$ cat src/rtl/ps2_pkg.sv
// ps2_pkg
//   Shared definitions for the PS/2 host transmitter and receiver:
//   - ps2_tx_state_e : host-to-device transmitter states
//   - PS2_CMD_* / PS2_RESP_ACK : common keyboard command and response bytes
//   - PS2_BIT_PARITY / PS2_BIT_STOP : frame positions counted in device
//     falling edges (data bits occupy edges 1..8)
//   - ps2_odd_parity() : odd parity over one byte
package ps2_pkg;

  typedef enum logic [2:0] {
    ST_IDLE,
    ST_INHIBIT,
    ST_REQUEST,
    ST_SHIFT,
    ST_ACK,
    ST_WAIT_IDLE
  } ps2_tx_state_e;

  localparam logic [7:0] PS2_CMD_SET_LEDS = 8'hED;
  localparam logic [7:0] PS2_CMD_ECHO     = 8'hEE;
  localparam logic [7:0] PS2_CMD_RESET    = 8'hFF;
  localparam logic [7:0] PS2_RESP_ACK     = 8'hFA;

  localparam int unsigned PS2_BIT_PARITY = 9;
  localparam int unsigned PS2_BIT_STOP   = 10;

  // Odd parity: the nine bits data+parity always hold an odd number of ones.
  function automatic logic ps2_odd_parity(input logic [7:0] data);
    return ~^data;
  endfunction

endpackage

$ cat src/rtl/ps2_line_sync.sv
// ps2_line_sync
//   Brings the asynchronous PS/2 clock and data pads into the system clock
//   domain and flags falling edges of the PS/2 clock.
//   Ports:
//     clock      in   system clock
//     reset      in   synchronous, active-high
//     clock_pad  in   raw PS/2 clock pad
//     data_pad   in   raw PS/2 data pad
//     clock_sync out  synchronized PS/2 clock
//     data_sync  out  synchronized PS/2 data
//     clock_fall out  high for one cycle after a synchronized clock 1->0
module ps2_line_sync (
  input  logic clock,
  input  logic reset,
  input  logic clock_pad,
  input  logic data_pad,
  output logic clock_sync,
  output logic data_sync,
  output logic clock_fall
);

  logic clock_meta;
  logic data_meta;
  logic clock_prev;

  // Idle PS/2 lines are pulled high, so the chain resets to 1 to avoid a
  // spurious falling edge coming out of reset.
  always_ff @(posedge clock) begin
    // NOTE: non-blocking assignments make every flop sample the previous
    // stage's old value, which is what turns this into a shift chain.
    if (reset) begin
      clock_meta <= 1'b1;
      clock_sync <= 1'b1;
      clock_prev <= 1'b1;
      data_meta  <= 1'b1;
      data_sync  <= 1'b1;
    end else begin
      clock_meta <= clock_pad;
      clock_sync <= clock_meta;
      clock_prev <= clock_sync;
      data_meta  <= data_pad;
      data_sync  <= data_meta;
    end
  end

  assign clock_fall = clock_prev & ~clock_sync;

endmodule

$ cat src/rtl/ps2_host_tx.sv
// ps2_host_tx
//   Host-to-device PS/2 transmitter. Inhibits the bus, issues request-to-send,
//   shifts one command byte plus odd parity out on device-generated clock
//   falling edges, then samples the device acknowledge bit.
//   Ports:
//     clock, reset            system clock, synchronous active-high reset
//     tx_data, tx_valid       command byte and request; taken when tx_ready=1
//     tx_ready                high only in IDLE
//     ps2_clock_in/data_in    raw pads (asynchronous)
//     ps2_clock_oe/data_oe    1 = pull the open-drain line low
//     busy                    high in every state except IDLE
//     done, nack              one-cycle completion pulse; nack=1 if no ack
//     timeout                 one-cycle pulse on watchdog abort
//   Configuration:
//     PS2_TX_TIMEOUT_EN  enables the watchdog that aborts a transfer when the
//                        device stops clocking; without it timeout is 0 and a
//                        silent device stalls the block until reset.
module ps2_host_tx
  import ps2_pkg::*;
#(
  parameter int unsigned INHIBIT_CYCLES = 5000,
  parameter int unsigned REQ_CYCLES     = 16,
  parameter int unsigned TIMEOUT_CYCLES = 750000
) (
  input  logic       clock,
  input  logic       reset,
  input  logic [7:0] tx_data,
  input  logic       tx_valid,
  output logic       tx_ready,
  input  logic       ps2_clock_in,
  input  logic       ps2_data_in,
  output logic       ps2_clock_oe,
  output logic       ps2_data_oe,
  output logic       busy,
  output logic       done,
  output logic       nack,
  output logic       timeout
);

  localparam int unsigned DLY_MAX = (INHIBIT_CYCLES > REQ_CYCLES) ? INHIBIT_CYCLES : REQ_CYCLES;
  localparam int unsigned DLY_W   = $clog2(DLY_MAX + 1);

  ps2_tx_state_e             state;
  logic [DLY_W-1:0]          dly_cnt;
  logic [3:0]                edge_cnt;   // device falling edges seen in SHIFT
  logic [3:0]                edge_num;   // number of the edge being handled now
  logic [PS2_BIT_PARITY-1:0] frame;      // {parity, data[7:0]}, LSB sent first
  logic                      clock_sync;
  logic                      data_sync;
  logic                      clock_fall;

  ps2_line_sync u_sync (
    .clock      (clock),
    .reset      (reset),
    .clock_pad  (ps2_clock_in),
    .data_pad   (ps2_data_in),
    .clock_sync (clock_sync),
    .data_sync  (data_sync),
    .clock_fall (clock_fall)
  );

  assign edge_num = edge_cnt + 4'd1;

`ifdef PS2_TX_TIMEOUT_EN
  localparam int unsigned WD_W = $clog2(TIMEOUT_CYCLES + 1);
  logic [WD_W-1:0] wd_cnt;
`else
  assign timeout = 1'b0;
`endif

  always_ff @(posedge clock) begin
    if (reset) begin
      state        <= ST_IDLE;
      dly_cnt      <= '0;
      edge_cnt     <= '0;
      frame        <= '0;
      tx_ready     <= 1'b1;
      busy         <= 1'b0;
      ps2_clock_oe <= 1'b0;
      ps2_data_oe  <= 1'b0;
      done         <= 1'b0;
      nack         <= 1'b0;
`ifdef PS2_TX_TIMEOUT_EN
      timeout      <= 1'b0;
      wd_cnt       <= '0;
`endif
    end else begin
      done <= 1'b0;
`ifdef PS2_TX_TIMEOUT_EN
      timeout <= 1'b0;
`endif
      case (state)
        ST_IDLE: begin
          ps2_clock_oe <= 1'b0;
          ps2_data_oe  <= 1'b0;
          if (tx_valid && tx_ready) begin
            frame        <= {ps2_odd_parity(tx_data), tx_data};
            dly_cnt      <= '0;
            ps2_clock_oe <= 1'b1;
            tx_ready     <= 1'b0;
            busy         <= 1'b1;
            state        <= ST_INHIBIT;
          end
        end

        ST_INHIBIT: begin
          if (dly_cnt == DLY_W'(INHIBIT_CYCLES - 1)) begin
            dly_cnt     <= '0;
            ps2_data_oe <= 1'b1;        // start bit
            state       <= ST_REQUEST;
          end else begin
            dly_cnt <= dly_cnt + 1'b1;
          end
        end

        ST_REQUEST: begin
          if (dly_cnt == DLY_W'(REQ_CYCLES - 1)) begin
            ps2_clock_oe <= 1'b0;       // hand the clock to the device
            edge_cnt     <= '0;
            state        <= ST_SHIFT;
          end else begin
            dly_cnt <= dly_cnt + 1'b1;
          end
        end

        ST_SHIFT: begin
          // Updates land right after a falling edge, well before the device
          // samples on the following rising edge.
          if (clock_fall) begin
            edge_cnt <= edge_num;
            if (edge_num == 4'(PS2_BIT_STOP)) begin
              ps2_data_oe <= 1'b0;      // stop bit = released line
              state       <= ST_ACK;
            end else begin
              ps2_data_oe <= ~frame[edge_cnt];
            end
          end
        end

        ST_ACK: begin
          if (clock_fall) begin
            nack  <= data_sync;
            state <= ST_WAIT_IDLE;
          end
        end

        ST_WAIT_IDLE: begin
          if (clock_sync && data_sync) begin
            done     <= 1'b1;
            tx_ready <= 1'b1;
            busy     <= 1'b0;
            state    <= ST_IDLE;
          end
        end

        default: begin
          ps2_clock_oe <= 1'b0;
          ps2_data_oe  <= 1'b0;
          tx_ready     <= 1'b1;
          busy         <= 1'b0;
          state        <= ST_IDLE;
        end
      endcase

`ifdef PS2_TX_TIMEOUT_EN
      // Placed after the case so an abort overrides whatever the state
      // machine scheduled in the same cycle (the last assignment wins).
      if (state inside {ST_SHIFT, ST_ACK, ST_WAIT_IDLE}) begin
        if (clock_fall) begin
          wd_cnt <= '0;
        end else if (wd_cnt == WD_W'(TIMEOUT_CYCLES - 1)) begin
          wd_cnt       <= '0;
          timeout      <= 1'b1;
          done         <= 1'b0;
          ps2_clock_oe <= 1'b0;
          ps2_data_oe  <= 1'b0;
          tx_ready     <= 1'b1;
          busy         <= 1'b0;
          state        <= ST_IDLE;
        end else begin
          wd_cnt <= wd_cnt + 1'b1;
        end
      end else begin
        wd_cnt <= '0;
      end
`endif
    end
  end

endmodule
$ cat config.mk
export PLATFORM = sky130hd
export DESIGN_NAME = ps2_host_tx
export DESIGN_NICKNAME = d
export VERILOG_FILES = /design/src/rtl/ps2_pkg.sv /design/src/rtl/ps2_line_sync.sv /design/src/rtl/ps2_host_tx.sv
export SDC_FILE = /design/constraint.sdc
export NUM_CORES = 1
export LEC_CHECK = 0
export CORE_ASPECT_RATIO = 1.2
export CORE_MARGIN = 2
export CORE_UTILIZATION = 55
export CTS_BUF_LIST = sky130_fd_sc_hd__clkbuf_4 sky130_fd_sc_hd__clkbuf_8
export CTS_CLUSTER_DIAMETER = 150
export DETAILED_ROUTE_END_ITERATION = 12
export GPL_ROUTABILITY_DRIVEN = 0
export MAX_ROUTING_LAYER = met4
export PLACE_DENSITY = 0.78
export SLEW_MARGIN = 15
export SYNTH_ARGS = -nofsm -noshare
export SYNTH_HDL_FRONTEND = slang
export SYNTH_HIERARCHICAL = 1
export SYNTH_SLANG_ARGS = --single-unit
$ cat constraint.sdc
create_clock -name clock -period 2.6 [get_ports clock]
set_clock_uncertainty 0.2 [all_clocks]
set_input_delay 0.65 -clock clock [delete_from_list [all_inputs] [get_ports clock]]
set_output_delay 0.65 -clock clock [all_outputs]
set_load 0.05 [all_outputs]
# ---- Word-level counts from Yosys, hierarchy flattened
# Index checks and enable logic that the tools add are counted.
dict set report classes {
  addsub 2
  n_lt_le_gt_ge 1
  n_eq_ne 16
  muxes 31
  bitwise_logic 7
  n_reduce_logical 18
}
# cell n
set ops {}
lappend ops {{13-bit two-way mux} 3}
lappend ops {{13-bit case mux with 3 select lines} 1}
lappend ops {{3-bit two-way mux} 7}
lappend ops {{3-bit case mux with 6 select lines} 1}
lappend ops {{2-bit inequality test (second input constant)} 8}
lappend ops {{13-bit by 1-bit adder with 13-bit output (second input constant)} 1}
lappend ops {{13-bit == test (second input constant)} 1}
lappend ops {{13-bit by 4-bit == test with 1-bit output (second input constant)} 1}
lappend ops {{1-bit case mux with 3 select lines} 4}
lappend ops {{3-bit AND reduction} 4}
lappend ops {{1-bit two-way mux} 11}
lappend ops {{4-bit two-way mux} 2}
lappend ops {{4-bit case mux with 2 select lines} 1}
lappend ops {{4-bit OR reduction} 2}
lappend ops {{8-bit XNOR reduction} 1}
lappend ops {{7-bit AND reduction} 1}
lappend ops {{3-bit by 2-bit == test with 1-bit output (second input constant)} 2}
lappend ops {{3-bit == test (second input constant)} 2}
lappend ops {{1-bit NOT} 6}
lappend ops {{2-bit AND reduction} 3}
lappend ops {{4-bit by 5-bit < comparator with 1-bit output (second input constant)} 1}
lappend ops {{4-bit by 1-bit adder with 4-bit output (second input constant)} 1}
lappend ops {{1-bit binary-select mux with 4-bit select} 1}
lappend ops {{4-bit == test (second input constant)} 1}
lappend ops {{other kinds (8)} 9}
dict set report totals {
  regBits 40
  elab_cells 90
}

# ---- Depth between registers and ports, before layout
dict set report depth {
  word_depth 6
  mapped_depth 7
  mapped_depth_nobuf 6
}

# ---- Cells and area by module
# The synthesis kept the hierarchy.
# mod n_inst cells_per_inst area_per_inst_um2 seq_area_each_um2
set by_module_without_submodules {}
lappend by_module_without_submodules {ps2_host_tx 1 231 1953.1 700.7}
lappend by_module_without_submodules {ps2_line_sync 1 11 137.6 100.1}

# ---- Worst setup path after synthesis
# OpenSTA, ideal clock, no wires.
dict set report synth_timing {
  path_type {register to register}
  from {register tx_ready}
  to {register dly_cnt[10]}
  setup_ns 0.138
  t_arrival_ns 1.699
  slack_ns 0.563
  path_stages_with_launch 5
  n_path_buf 0
  cell_sequence {dfxtp_1 > a211oi_1 > or2_1 > o21bai_1 > nor2_1}
}
dict set report synth_via {
  elab_chain_cells 3
}
# element line
set synth_rtl {}
lappend synth_rtl {{start: declaration} ps2_host_tx.sv:29} ;# output logic tx_ready,
lappend synth_rtl {{start signal: assignment} ps2_host_tx.sv:77} ;# tx_ready <= 1'b1;
lappend synth_rtl {{start signal: assignment} ps2_host_tx.sv:100} ;# tx_ready <= 1'b0;
lappend synth_rtl {{start signal: assignment} ps2_host_tx.sv:150} ;# tx_ready <= 1'b1;
lappend synth_rtl {{1-bit logical AND} ps2_host_tx.sv:96} ;# if (tx_valid && tx_ready) begin
lappend synth_rtl {{2-bit inequality test (no line)} -}
lappend synth_rtl {{3-bit AND reduction (no line)} -}
lappend synth_rtl {{end signal: assignment} ps2_host_tx.sv:112} ;# dly_cnt <= dly_cnt + 1'b1;
lappend synth_rtl {{end signal: assignment} ps2_host_tx.sv:122} ;# dly_cnt <= dly_cnt + 1'b1;
lappend synth_rtl {{end: declaration} ps2_host_tx.sv:44} ;# logic [DLY_W-1:0] dly_cnt;
# No other way between the ends.
# A chain may end at the register's enable or synchronous reset.

# ---- Final worst setup path
dict set report layout_timing {
  from {input tx_valid}
  to {register dly_cnt[12]}
}
dict set report layout_via {
  elab_chain_cells 3
}
# element line
set layout_rtl {}
lappend layout_rtl {{start: declaration} ps2_host_tx.sv:28} ;# input logic tx_valid,
lappend layout_rtl {{1-bit logical AND} ps2_host_tx.sv:96}
lappend layout_rtl {{2-bit inequality test (no line)} -}
lappend layout_rtl {{3-bit AND reduction (no line)} -}
# No other way between the ends.

==> impl_results.md <==
- Combinational family with the most area after synthesis: simple AND/OR/NAND/NOR gates
- Worst Hold End: u_sync/data_sync
- Site Rows: 24
- Clock Path Buffers: 2
- Post-route ant nets: 0
- Layout cells sized above 1: 9.89%
- Status: finished, final reports clean
- Register-to-Register Path Depth: 5
- H-tree depth: 2
- Drc violations: 0
- Worst-path clk slew: 0.07 ns
- Worst slew pin tran: 0.777 ns
- Final Hold Viols: 0
- Die Wd: 60.3 µm
- Routed wire per std cell: 13.1 µm
- P&R area growth vs syn: 16.2%
- WP data required: 2.59 ns
- Fin area: 2430 µm²
- Largest net degree at the start of global routing: 18
- CTS tree: done
- Placed instance area: 2330 µm²
- Crit path kind: input pin to flip-flop
- Hold_buf cts: 0
- WHS: 0.213 ns
- Max_cap viols: 0
- Vias: 1,731
- Worst vdd ir: 0.000499 V
- Static Leak: 0.877 nW
- Ys async rst share: 0%
- Post-Synthesis Cells: 242
- Max Fclk: 0.422 GHz
- Worst Setup End Kind: flip-flop
- Slowest CP cell: a211oi_1
- Post-synth EDFFs: 0
- Period utilization: 91.1%
- Vias in the first global route: 1,635
- Pwr dens: 735 nW/µm²
- Class of the worst hold path: flip-flop to flip-flop
- Seq/Total Area, Yosys: 38.3%
- I/O Buffers: 18
- Postcts setup bufs: 0
- Multi-input logic area: 1230 µm²
- Initial drt markers: 55
- Commonest non-fill, non-tap cells in the layout: dfxtp_1, nor2_1, clkdlybuf4s50_1
- Ant. Diodes: 0
- # IOs: 20
- Storage cell area: 801 µm²
- Most common cell after layout, fill and taps aside: dfxtp_1
- Tot GR Track Use: 22.5%
- Final setup viols: 0
- CTS Buf Count: 5
- Syn_nets: 258
- Cell Chain, Critical Path: clkdlybuf4s50_1, a211oi_1, nor3_1, o2111ai_1, xor2_1, nor2_1
- RSZ-0062 raised after global routing: false
- # nets final: 278
- Synth Area in Adders: 1.80%
- Core region area: 3630 µm²
- Max-slew violations: 0
- Hold Path Stages: 1
- Synth Area in Compound Gates: 15.0%
- Via density: 5.50
- DRT Wirelength: 4.12 mm
- Pre-Repair DR Iteration Count: 4
- Initial antenna violation count: 0
- Max incr delay on CP: 0.68 ns
- Crit Reg-Reg Endpoint: state[1]
- Slew Limit Headroom: 47.9%
- DPL Wire Length: 3.02 mm
- CTS Root Cell: clkbuf_8
- Top_reg_cell synth: dfxtp_1
- Worst slack, placed: -0.0815 ns
- Die area: 4310 µm²
- Distinct cells, synth: 47
- Post-synthesis xor/xnor area fraction: 7.54%
- Post-synthesis simple-gate area fraction: 25.5%
- Reg2reg setup slack: 0.33 ns
- Die Height: 71.5 µm
- Hold Crit Start: u_sync/data_meta
- Global-route wire length before repair: 7.22 mm
- Critical Path Fanout Max: 7
- PnR worst setup slack: 0.232 ns
- Post-Syn Area per Cell: 8.64 µm²
- Critical path launch point type: input pin
- Mapped cell area: 2090 µm²
- Fraction of synthesized area in multiplexers: 8.44%
- Yosys warns: 6
- Worst r2r src: state[0]
- Seq cells post-synth: 40
- Fillers: 315
- GRT overflow: 0
- Setup_tns: 0 ns
- WP data arrival: 2.36 ns
- Worst-skew pair later-pin latency: 0.30 ns
- Starting density of the core: 57.5%
- Sink Count: 40
- Crit path time final: 2.37 ns
- Post-CTS sizing: 0
## Yosys cell counts (5+ instances only)
cell type   n  area share, %
nand2_1    13            2.3
a21oi_1    12            2.9
clkbuf_1    5           0.90
nand2b_1    5            1.5
mux2i_1    12            5.7
o21ai_0    12            2.9
nor3_1      7            1.7
nor2_1     34            6.1
or2_1       6            1.8
dfxtp_1    40             38
xor2_1     10            4.2
xnor2_1     8            3.4
## power by group
part           switching [mW]  total, mW  leakage (nW)  internal [mW]
clock network           0.213      0.439        0.0479          0.226
logic                   0.341      0.604         0.503          0.263
registers              0.0651      0.744         0.326          0.679
total                   0.620       1.79         0.877           1.17
## flip-flops by register name (all words and copies together), names as in the netlist
register / count
u_sync/clock_sync: 1
dly_cnt: 13
u_sync/clock_meta: 1
u_sync/data_meta: 1
done: 1
busy: 1
nack: 1
ps2_data_oe: 1
u_sync/clock_prev: 1
edge_cnt: 4
tx_ready: 1
ps2_clock_oe: 1
state: 3
u_sync/data_sync: 1
frame: 9
## kinds of logic after synthesis
| group | Yosys count |
|---|---|
| DFF | 40 |
| AOI/OAI and AO/OA | 48 |
| xor gates and xnor gates | 18 |
| adders and majority gates | 3 |
| and+or+nand+nor | 100 |
| buffers and inverters | 15 |
| other | 1 |
| muxes | 17 |
## metal layers
metal / vias up / share of wire [%] / GRT usage (%)
li1: 899 / - / -
met2: 26 / 50 / 35.6
met1: 799 / 45 / 27.0
met5: - / 0 / -
met3: 7 / 2.9 / 4.51
met4: 0 / 2.3 / 10.6
## layout make-up
| type | instances | area share (%) |
|---|---|---|
| Multi-Input combinational cell | 187 | 50.5 |
| Sequential cell | 40 | 33.0 |
| Timing Repair Buffer | 24 | 9.27 |
| Clock buffer | 7 | 3.71 |
| Tap cell | 52 | 2.68 |
| Inverter | 4 | 0.618 |
| Clock inverter | 1 | 0.309 |
## worst max-delay path, delay by kind of cell
family | cells | cell delay [ns]
buf+inv | 1 | 0.42
xor+xnor | 1 | 0.19
simple gates | 2 | 0.23
compound gates | 2 | 0.86
## how the worst max path moves through the flow
stage	start	to	slack, ns	cells after the start
2_1_floorplan	tx_ready	dly_cnt[10]	0.56	4
3_3_place_gp	tx_valid	dly_cnt[12]	0.007	6
3_5_place_dp	tx_valid	dly_cnt[12]	-0.08	6
4_1_cts	tx_ready	tx_ready	0.24	1
5_1_grt	tx_valid	dly_cnt[11]	0.09	6
6_report	tx_valid	dly_cnt[12]	0.23	6
## through the flow
stage,util [%],cells,power (mW)
6_report,66.9,315,1.79
5_1_grt,66.9,315,1.89
4_1_cts,66.9,315,1.80
3_5_place_dp,64.2,307,1.36
3_3_place_gp,64.2,307,1.35
2_1_floorplan,-,242,1.20
(Power assumes the default switching activity.)
